**src/rtl/da_fir_pkg.sv**
```systemverilog
// Shared types and helpers for the DA-FIR streaming stages.
package da_fir_pkg;

    // Feeder sequencing states: wait for work, pulse start, wait for the FIR.
    typedef enum logic [1:0] {
        ST_IDLE  = 2'd0,
        ST_ISSUE = 2'd1,
        ST_WAIT  = 2'd2
    } feeder_state_t;

    // Bits needed for a counter that must hold every value 0..max_val.
    function automatic int cnt_width(input int max_val);
        return (max_val < 2) ? 1 : $clog2(max_val + 1);
    endfunction

endpackage

```
**src/rtl/da_sample_fifo.sv**
```systemverilog
// Synchronous sample FIFO with occupancy count; DEPTH must be a power of 2.
module da_sample_fifo
    import da_fir_pkg::*;
#(
    parameter int OPSIZE = 12,
    parameter int DEPTH  = 4
) (
    input  logic                          clk,
    input  logic                          rst,
    input  logic                          push,
    input  logic [OPSIZE-1:0]             push_data,
    input  logic                          pop,
    output logic [OPSIZE-1:0]             pop_data,
    output logic                          full,
    output logic                          empty,
    output logic [cnt_width(DEPTH)-1:0]   count
);

    localparam int AW = (DEPTH < 2) ? 1 : $clog2(DEPTH);
    localparam int CW = cnt_width(DEPTH);
    localparam logic [CW-1:0] DEPTH_C = CW'(DEPTH);

    logic [OPSIZE-1:0] mem_q [DEPTH];
    logic [OPSIZE-1:0] mem_d [DEPTH];
    logic [AW-1:0]     wr_ptr_q, wr_ptr_d;
    logic [AW-1:0]     rd_ptr_q, rd_ptr_d;
    logic [CW-1:0]     count_q, count_d;
    logic              do_push;
    logic              do_pop;

    assign full     = (count_q == DEPTH_C);
    assign empty    = (count_q == '0);
    assign count    = count_q;
    assign pop_data = mem_q[rd_ptr_q];

    // A push is refused whenever full, even if a pop frees a slot on the same edge.
    assign do_push = push && !full;
    assign do_pop  = pop && !empty;

    // Next-state for storage, pointers (natural power-of-2 wrap) and count.
    always_comb begin
        mem_d    = mem_q;
        wr_ptr_d = wr_ptr_q;
        rd_ptr_d = rd_ptr_q;
        count_d  = count_q;
        if (do_push) begin
            mem_d[wr_ptr_q] = push_data;
            wr_ptr_d        = wr_ptr_q + 1'b1;
        end
        if (do_pop) begin
            rd_ptr_d = rd_ptr_q + 1'b1;
        end
        case ({do_push, do_pop})
            2'b10:   count_d = count_q + 1'b1;
            2'b01:   count_d = count_q - 1'b1;
            default: count_d = count_q;
        endcase
    end

    // Pointer and count registers; reset empties the FIFO.
    always_ff @(posedge clk) begin
        if (rst) begin
            wr_ptr_q <= '0;
            rd_ptr_q <= '0;
            count_q  <= '0;
        end else begin
            wr_ptr_q <= wr_ptr_d;
            rd_ptr_q <= rd_ptr_d;
            count_q  <= count_d;
        end
    end

    // Sample storage; contents are meaningless once the pointers reset.
    always_ff @(posedge clk) begin
        mem_q <= mem_d;
    end

endmodule

```
**src/rtl/da_fir_feeder.sv**
```systemverilog
// Streaming front-end for DA_fir: input FIFO, one-at-a-time start/ready
// sequencing, watchdog and a single-entry output register.
module da_fir_feeder
    import da_fir_pkg::*;
#(
    parameter int OPSIZE  = 12,
    parameter int DEPTH   = 4,
    parameter int TIMEOUT = 64
) (
    input  logic              clk,
    input  logic              rst,
    input  logic              in_valid,
    output logic              in_ready,
    input  logic [OPSIZE-1:0] in_data,
    output logic              fir_start,
    output logic [OPSIZE-1:0] fir_xin,
    input  logic              fir_ready,
    input  logic [OPSIZE-1:0] fir_yout,
    output logic              out_valid,
    input  logic              out_ready,
    output logic [OPSIZE-1:0] out_data,
    output logic              err
);

    // Handshakes: a transfer happens on a rising edge where valid && ready;
    // valid never depends on ready, and data is held while valid && !ready.

    localparam int WW = cnt_width(TIMEOUT);
    localparam logic [WW-1:0] WD_LAST = WW'(TIMEOUT - 1);

    feeder_state_t     state_q, state_d;
    logic              start_q, start_d;
    logic [OPSIZE-1:0] xin_q, xin_d;
    logic              out_valid_q, out_valid_d;
    logic [OPSIZE-1:0] out_data_q, out_data_d;
    logic              err_q, err_d;
    logic [WW-1:0]     wd_q, wd_d;

    logic                        fifo_pop;
    logic [OPSIZE-1:0]           fifo_data;
    logic                        fifo_full;
    logic                        fifo_empty;
    logic [cnt_width(DEPTH)-1:0] fifo_count_unused;
    logic                        slot_free;
    logic                        capture;

    assign in_ready  = !fifo_full;
    assign fir_start = start_q;
    assign fir_xin   = xin_q;
    assign out_valid = out_valid_q;
    assign out_data  = out_data_q;
    assign err       = err_q;

    // Only one sample is ever in flight, so a free slot at issue time
    // guarantees the result register is free when that result returns.
    assign slot_free = !out_valid_q || out_ready;

    da_sample_fifo #(
        .OPSIZE (OPSIZE),
        .DEPTH  (DEPTH)
    ) u_fifo (
        .clk       (clk),
        .rst       (rst),
        .push      (in_valid),
        .push_data (in_data),
        .pop       (fifo_pop),
        .pop_data  (fifo_data),
        .full      (fifo_full),
        .empty     (fifo_empty),
        .count     (fifo_count_unused)
    );

    // Sequencer, watchdog and output-slot next-state logic.
    always_comb begin
        state_d     = state_q;
        start_d     = 1'b0;
        xin_d       = xin_q;
        out_data_d  = out_data_q;
        err_d       = err_q;
        wd_d        = wd_q;
        fifo_pop    = 1'b0;
        capture     = 1'b0;
        out_valid_d = out_valid_q;
        case (state_q)
            ST_IDLE: begin
                // An X fir_ready falls into the not-ready path.
                if (!fifo_empty && fir_ready && slot_free) begin
                    fifo_pop = 1'b1;
                    xin_d    = fifo_data;
                    start_d  = 1'b1;
                    state_d  = ST_ISSUE;
                end
            end
            ST_ISSUE: begin
                // fir_ready is still high from idle here, so it is ignored.
                wd_d    = '0;
                state_d = ST_WAIT;
            end
            ST_WAIT: begin
                if (fir_ready) begin
                    capture    = 1'b1;
                    out_data_d = fir_yout;
                    state_d    = ST_IDLE;
                end else if (wd_q == WD_LAST) begin
                    // Give up on this sample; keep serving the queue.
                    err_d   = 1'b1;
                    state_d = ST_IDLE;
                end else begin
                    wd_d = wd_q + 1'b1;
                end
            end
            default: state_d = ST_IDLE;
        endcase
        if (capture) begin
            out_valid_d = 1'b1;
        end else if (out_valid_q && out_ready) begin
            out_valid_d = 1'b0;
        end
    end

    // Control and datapath registers; reset abandons any in-flight work.
    always_ff @(posedge clk) begin
        if (rst) begin
            state_q     <= ST_IDLE;
            start_q     <= 1'b0;
            xin_q       <= '0;
            out_valid_q <= 1'b0;
            out_data_q  <= '0;
            err_q       <= 1'b0;
            wd_q        <= '0;
        end else begin
            state_q     <= state_d;
            start_q     <= start_d;
            xin_q       <= xin_d;
            out_valid_q <= out_valid_d;
            out_data_q  <= out_data_d;
            err_q       <= err_d;
            wd_q        <= wd_d;
        end
    end

endmodule

```
**config.mk**
```make
export PLATFORM = sky130hd
export DESIGN_NAME = da_fir_feeder
export DESIGN_NICKNAME = d
export VERILOG_FILES = /design/src/rtl/da_fir_pkg.sv /design/src/rtl/da_sample_fifo.sv /design/src/rtl/da_fir_feeder.sv
export SDC_FILE = /design/constraint.sdc
export NUM_CORES = 1
export LEC_CHECK = 0
export CAP_MARGIN = 20
export CORE_AREA = 2 2 80 159
export CTS_CLUSTER_SIZE = 12
export DETAILED_ROUTE_END_ITERATION = 6
export DIE_AREA = 0 0 82 161
export GPL_TIMING_DRIVEN = 0
export PLACE_DENSITY_LB_ADDON = 0.2
export SLEW_MARGIN = 10
export SYNTH_ARGS = -nofsm -noshare
export SYNTH_HDL_FRONTEND = slang
export SYNTH_SLANG_ARGS = --single-unit
```
**constraint.sdc**
```tcl
create_clock -name clk -period 3.2 [get_ports clk]
set_input_delay 0.64 -clock clk [delete_from_list [all_inputs] [get_ports clk]]
set_output_delay 0.64 -clock clk [all_outputs]
set_load 0.05 [all_outputs]
```
# [After elaboration in Yosys (flattened, before gate mapping)]
# Index checks and enable logic that the tools add are counted.
[op_classes] n_shift=0 n_reduce_logical=20 n_div=0 n_addsub=5 muxes=20 n_bitwise=3 n_eq_ne=10 n_lt_le_gt_ge=3 multipliers=0
[op_table] op="48-bit bitwise mux" n=1
[op_table] op="12-bit 2-to-1 mux" n=3
[op_table] op="12-bit binary-select mux with 2-bit select" n=1
[op_table] op="12-bit demux with 2-bit select" n=1
[op_table] op="7-bit 2-to-1 mux" n=2
[op_table] op="7-bit one-hot mux with 2 select lines" n=1
[op_table] op="7-bit by 1-bit adder with 7-bit output, second input constant" n=1
[op_table] op="7-bit by 6-bit equality test with 1-bit output, second input constant" n=1
[op_table] op="3-bit >= comparator, second input constant" n=2
[op_table] op="1-bit logical AND" n=6
[op_table] op="1-bit 2-to-1 mux" n=6
[op_table] op="2-bit 2-to-1 mux" n=3
[op_table] op="2-bit inequality test, second input constant" n=3
[op_table] op="2-bit inverter with 3-bit output" n=2
[op_table] op="2-bit one-hot mux with 3 select lines" n=1
[op_table] op="3-bit one-hot mux with 2 select lines" n=1
[op_table] op="2-bit AND reduction" n=3
[op_table] op="3-bit AND reduction" n=2
[op_table] op="2-bit nonzero test" n=3
[op_table] op="2-bit by 1-bit adder with 2-bit output, second input constant" n=2
[op_table] op="2-bit by 1-bit equality test with 1-bit output, second input constant" n=2
[op_table] op="2-bit equality test, second input constant" n=2
[op_table] op="3-bit by 1-bit adder with 3-bit output, second input constant" n=1
[op_table] op="3-bit equality test, second input constant" n=1
[op_table] op="other kinds (8)" n=10
[word_totals] reg_bits=91 out_inout_bits=28 ram_bits=0 elab_cells=75 romBits=0 latch_bits=0 memories=0

# [Logic depth before layout (Yosys ltp)]
[logic_depth] word_depth=9 mapped_depth=9

# [Hierarchy]
# A second synthesis with hierarchy kept.
[hier_totals] hier_cells=281 area_unflattened_um2=3647.2
[modules_own_cells] mod="da_sample_fifo" cells_each=113 seq_area_each_um2=1581.5 area_per_inst_um2=2198.4 n_inst=1
[modules_own_cells] mod="da_fir_feeder" cells_each=168 seq_area_each_um2=720.7 area_per_inst_um2=1448.9 n_inst=1

# [Worst setup path before layout]
# No wires, ideal clock.
[synth_timing] path_type="input -> register" start="input port fir_ready" end="register u_fifo.count_q[2], in the netlist u_fifo.count[2]" n_path_buf=1 arrival_time_ns=2.631 t_required_ns=3.130 slack_ns=0.498 cell_stages=9 cell_sequence="nand2b_4 -> nor4_2 -> buf_4 -> ha_1 -> inv_1 -> fa_1 -> xor2_1 -> or3_1 -> a21oi_1"
[synth_via] elab_chain_cells=7 word_cells_on_any_way=9 cone_classes="eq/ne: 2; mux: 3; reduce/logical: 4"
[synth_lines] element="from (decl)" line_no="da_fir_feeder.sv:17" rtl="input logic fir_ready,"
[synth_lines] element="1-bit logical AND (*) (2 in a row)" line_no="da_fir_feeder.sv:87" rtl="if (!fifo_empty && fir_ready && slot_free) begin"
[synth_lines] element="1-bit 2-to-1 mux (*)" line_no="da_fir_feeder.sv:87"
[synth_lines] element="1-bit 2-to-1 mux (*)" line_no="da_fir_feeder.sv:84" rtl="case (state_q)"
[synth_lines] element="1-bit logical AND (*)" line_no="da_sample_fifo.sv:38" rtl="assign do_pop = pop && !empty;"
[synth_lines] element="via u_fifo.do_pop" line_no="da_sample_fifo.sv:29" rtl="logic do_pop;"
[synth_lines] element="2-bit by 1-bit equality test with 1-bit output or 2-bit equality test (tied branches)" line_no="da_sample_fifo.sv:53" rtl="case ({do_push, do_pop})"
[synth_lines] element="3-bit one-hot mux with 2 select lines or 2-bit nonzero test (tied branches)"
[synth_lines] element="to (signal assigned)" line_no="da_sample_fifo.sv:69" rtl="count_q <= count_d;"
[synth_lines] element="to (decl)" line_no="da_sample_fifo.sv:27" rtl="logic [CW-1:0] count_q, count_d;"
# The timed path passes the listed nets; every way through them passes the cells marked *.
# A chain may end at the register's enable or synchronous reset.

# [Worst setup path in the final report]
# Same ends and word-level chain as after synthesis.

==> results.tsv <==
metric	value	unit
gp_congestion	0.698	
clock_latency	0.34	ns
cellPowerDensity	754	mW/mm2
cts_tree	yes	
cts.htree.levels	3	
hold_class	reg -> reg	
initial_utilization	29.3	%
switching_share	30.5	%
setup_viol	0	
tightest_slew	0.679	ns
antenna_found_initial	0	
worst_ep_arrival_time	3.05	ns
leakagePower	1.61	nW
hpwl	4.87	mm
synth_warnings	0	
worstSetupStartpoint	fir_ready	
yosysUniqueCellTypes	42	
vias	2217	
cts_buffers	9	
grt_remaining_overflow	0	
syn_inst	256	
p_sw	0.00105	W
postSynthAreaPerCell	13.7	um2
slew_headroom	54.7	%
grt_pass1_wl	11.2	mm
timing.rr.end	u_fifo.count[2]	
synthDominantCellAreaShare	41.0	%
buffer_ports.inserted	56	
seq_power_share	42.1	%
rows	57	
endpoint	u_fifo.count[2]	
cp-start-kind	input pin	
place_area	0.00426	mm2
internal_power	0.00240	W
path_class	in -> reg	
yosysTopAreaCell	edfxtp_1	
setup_tns	0	ns
fp.dieH	161	um
drt_iter0_markers	82	
finalPower	0.00345	W
reg2reg_depth	9	
synth_most_common_cell	edfxtp_1	
cts-root-buf	clkbuf_16	
grt_max_degree	17	
clock-sinks	91	
ios	57	
cp_max_fo	10	
final_util	38.2	%
grt_usage	11.5	%
path_clk_slew	0.06	ns
ir_worst_vdd	0.385	mV
syn_area	0.00352	mm2
hold_viol	0	
drc	0	
status	finished clean	
cts_hold_buf	0	
seq_area_frac_synth	65.5	%
async_flop_share	0	%
first_pass_iters	4	
slew_viol_final	0	
synthTopCellsByArea	edfxtp_1 41%, dfxtp_1 24%, mux4_2 7.7%	
num_antenna_cells	0	
synthTopCellsByCount	48 x edfxtp_1, 43 x dfxtp_1, 29 x nand2_1	
drv_cap	0	
core	0.0120	mm2
power.share.clock	30.5	%
synth_edf_count	48	
ff2ff_setup_slack	0.78	ns
worstReg2RegStart	u_fifo.count[0]	
whs	0.452	ns
grt_pass1_vias	2314	
rsz0062_at_grt	no	
clk_path_buf_depth	2	
syn_nets	292	
die-width	82	um
timing.final.crit_share	87.0	%
nets	360	
ant_nets	0	
end_kind	register	
ys.flop_type	edfxtp_1	
dieArea	0.0132	mm2
clock.fmax	359	MHz
ys_seq_elements	91	
fin_skew	0.00631	ns
drt-total-wl	7.01	mm
synthToLayoutAreaGrowth	30.1	%
min_period	2.78	ns
drive_gt1_share	12.2	%
vias_per_cell	4.66	
comb_power_share	27.3	%
routedWlPerCell	14.7	um
cp.required	3.47	ns
fin_area	0.00458	mm2
-- per-layer routing --
layer / global-route usage [%] / share of wire [%] / wire length [um]
met1: 13.9 / 43 / 3000
met2: 19.1 / 51 / 3610
met3: 2.68 / 3.5 / 245
met4: 5.23 / 2.2 / 153
met5: 0 / 0 / 0
-- layout make-up --
cell class / count / area [um2]
Timing Repair Buffer: 57 / 568
Inverter: 9 / 33.8
Clock buffer: 9 / 225
Tap cell: 147 / 184
Multi-Input combinational cell: 144 / 1130
Clock inverter: 7 / 73.8
Buffer: 12 / 62.6
Sequential cell: 91 / 2300
Fill cell: 1189 / 7410
-- metrics by stage --
stage          worst slack, ns  instances
2_1_floorplan            0.498        256
4_1_cts                 0.0886        475
3_3_place_gp            -0.469        459
5_1_grt                  0.294        476
6_report                 0.416        476
3_5_place_dp            -0.532        459
-- worst min-delay path by stage --
stage,to,cells after the start,slack (ns),startpoint
after floorplan,wd_q[6],1,0.43,wd_q[6]
after global placement,wd_q[6],1,0.44,wd_q[6]
after detailed placement,wd_q[6],1,0.44,wd_q[6]
after CTS,wd_q[6],1,0.45,wd_q[6]
after global routing,wd_q[6],1,0.47,wd_q[6]
final,wd_q[6],1,0.45,wd_q[6]
-- cell families (layout without fill, tap and decap cells) --
group	after synthesis	after routing	share of synthesized area [%]
AND/OR/NAND/NOR	77	77	11.8
multiplexers	12	12	7.69
buffers and inverters	21	94	2.74
flip-flops	91	91	65.5
adder cells (fa/ha/maj)	7	7	2.70
XOR/XNOR	4	4	0.997
AO/OA/AOI/OAI	44	44	8.58
-- worst max-delay path, stage by stage --
cell             delay (ns)
clkdlybuf4s50_1        0.55
nand2b_4               0.09
nor4_4                 0.30
buf_4                  0.24
ha_1                   0.20
inv_1                  0.06
fa_1                   0.37
xor2_1                 0.16
or3_1                  0.31
a21oi_1                0.14
-- state kept, by name, indices dropped and copies added (netlist names) --
register         flops
err                  1
fir_start            1
fir_xin             12
out_data            12
out_valid            1
state_q              2
u_fifo.count         3
u_fifo.mem_q        48
u_fifo.rd_ptr_q      2
u_fifo.wr_ptr_q      2
wd_q                 7
-- placed cells by master (no fill, tap or decap), drive strengths merged, types with 11 or more instances in the layout --
| cell | count |
|---|---|
| inv | 11 |
| mux4 | 12 |
| nor2 | 11 |
| clkdlybuf4s50 | 56 |
| nand2 | 29 |
| a21o | 12 |
| nor3b | 12 |
| dfxtp | 43 |
| a21oi | 18 |
| clkbuf | 15 |
| edfxtp | 48 |
-- power by group through the flow --
stage                     Sequential [W]  Clock [W]  Combinational [W]
after floorplan                  0.00165          0           0.000474
after detailed placement         0.00148          0           0.000943
after CTS                        0.00146    0.00108           0.000959
after global placement           0.00147          0           0.000929
final                            0.00145    0.00105           0.000943
after global routing             0.00147    0.00113            0.00102
-- repair_timing --
action | 4_1_cts | 5_1_grt
hold endpoints to repair | 0 | 0
pin swaps | 0 | 1
gates cloned | 0 | 0
endpoints found under the setup margin | 1 | 1
buffers inserted | 0 | 1
resized for setup | 1 | 0
Power figures use the tool's default switching activity.
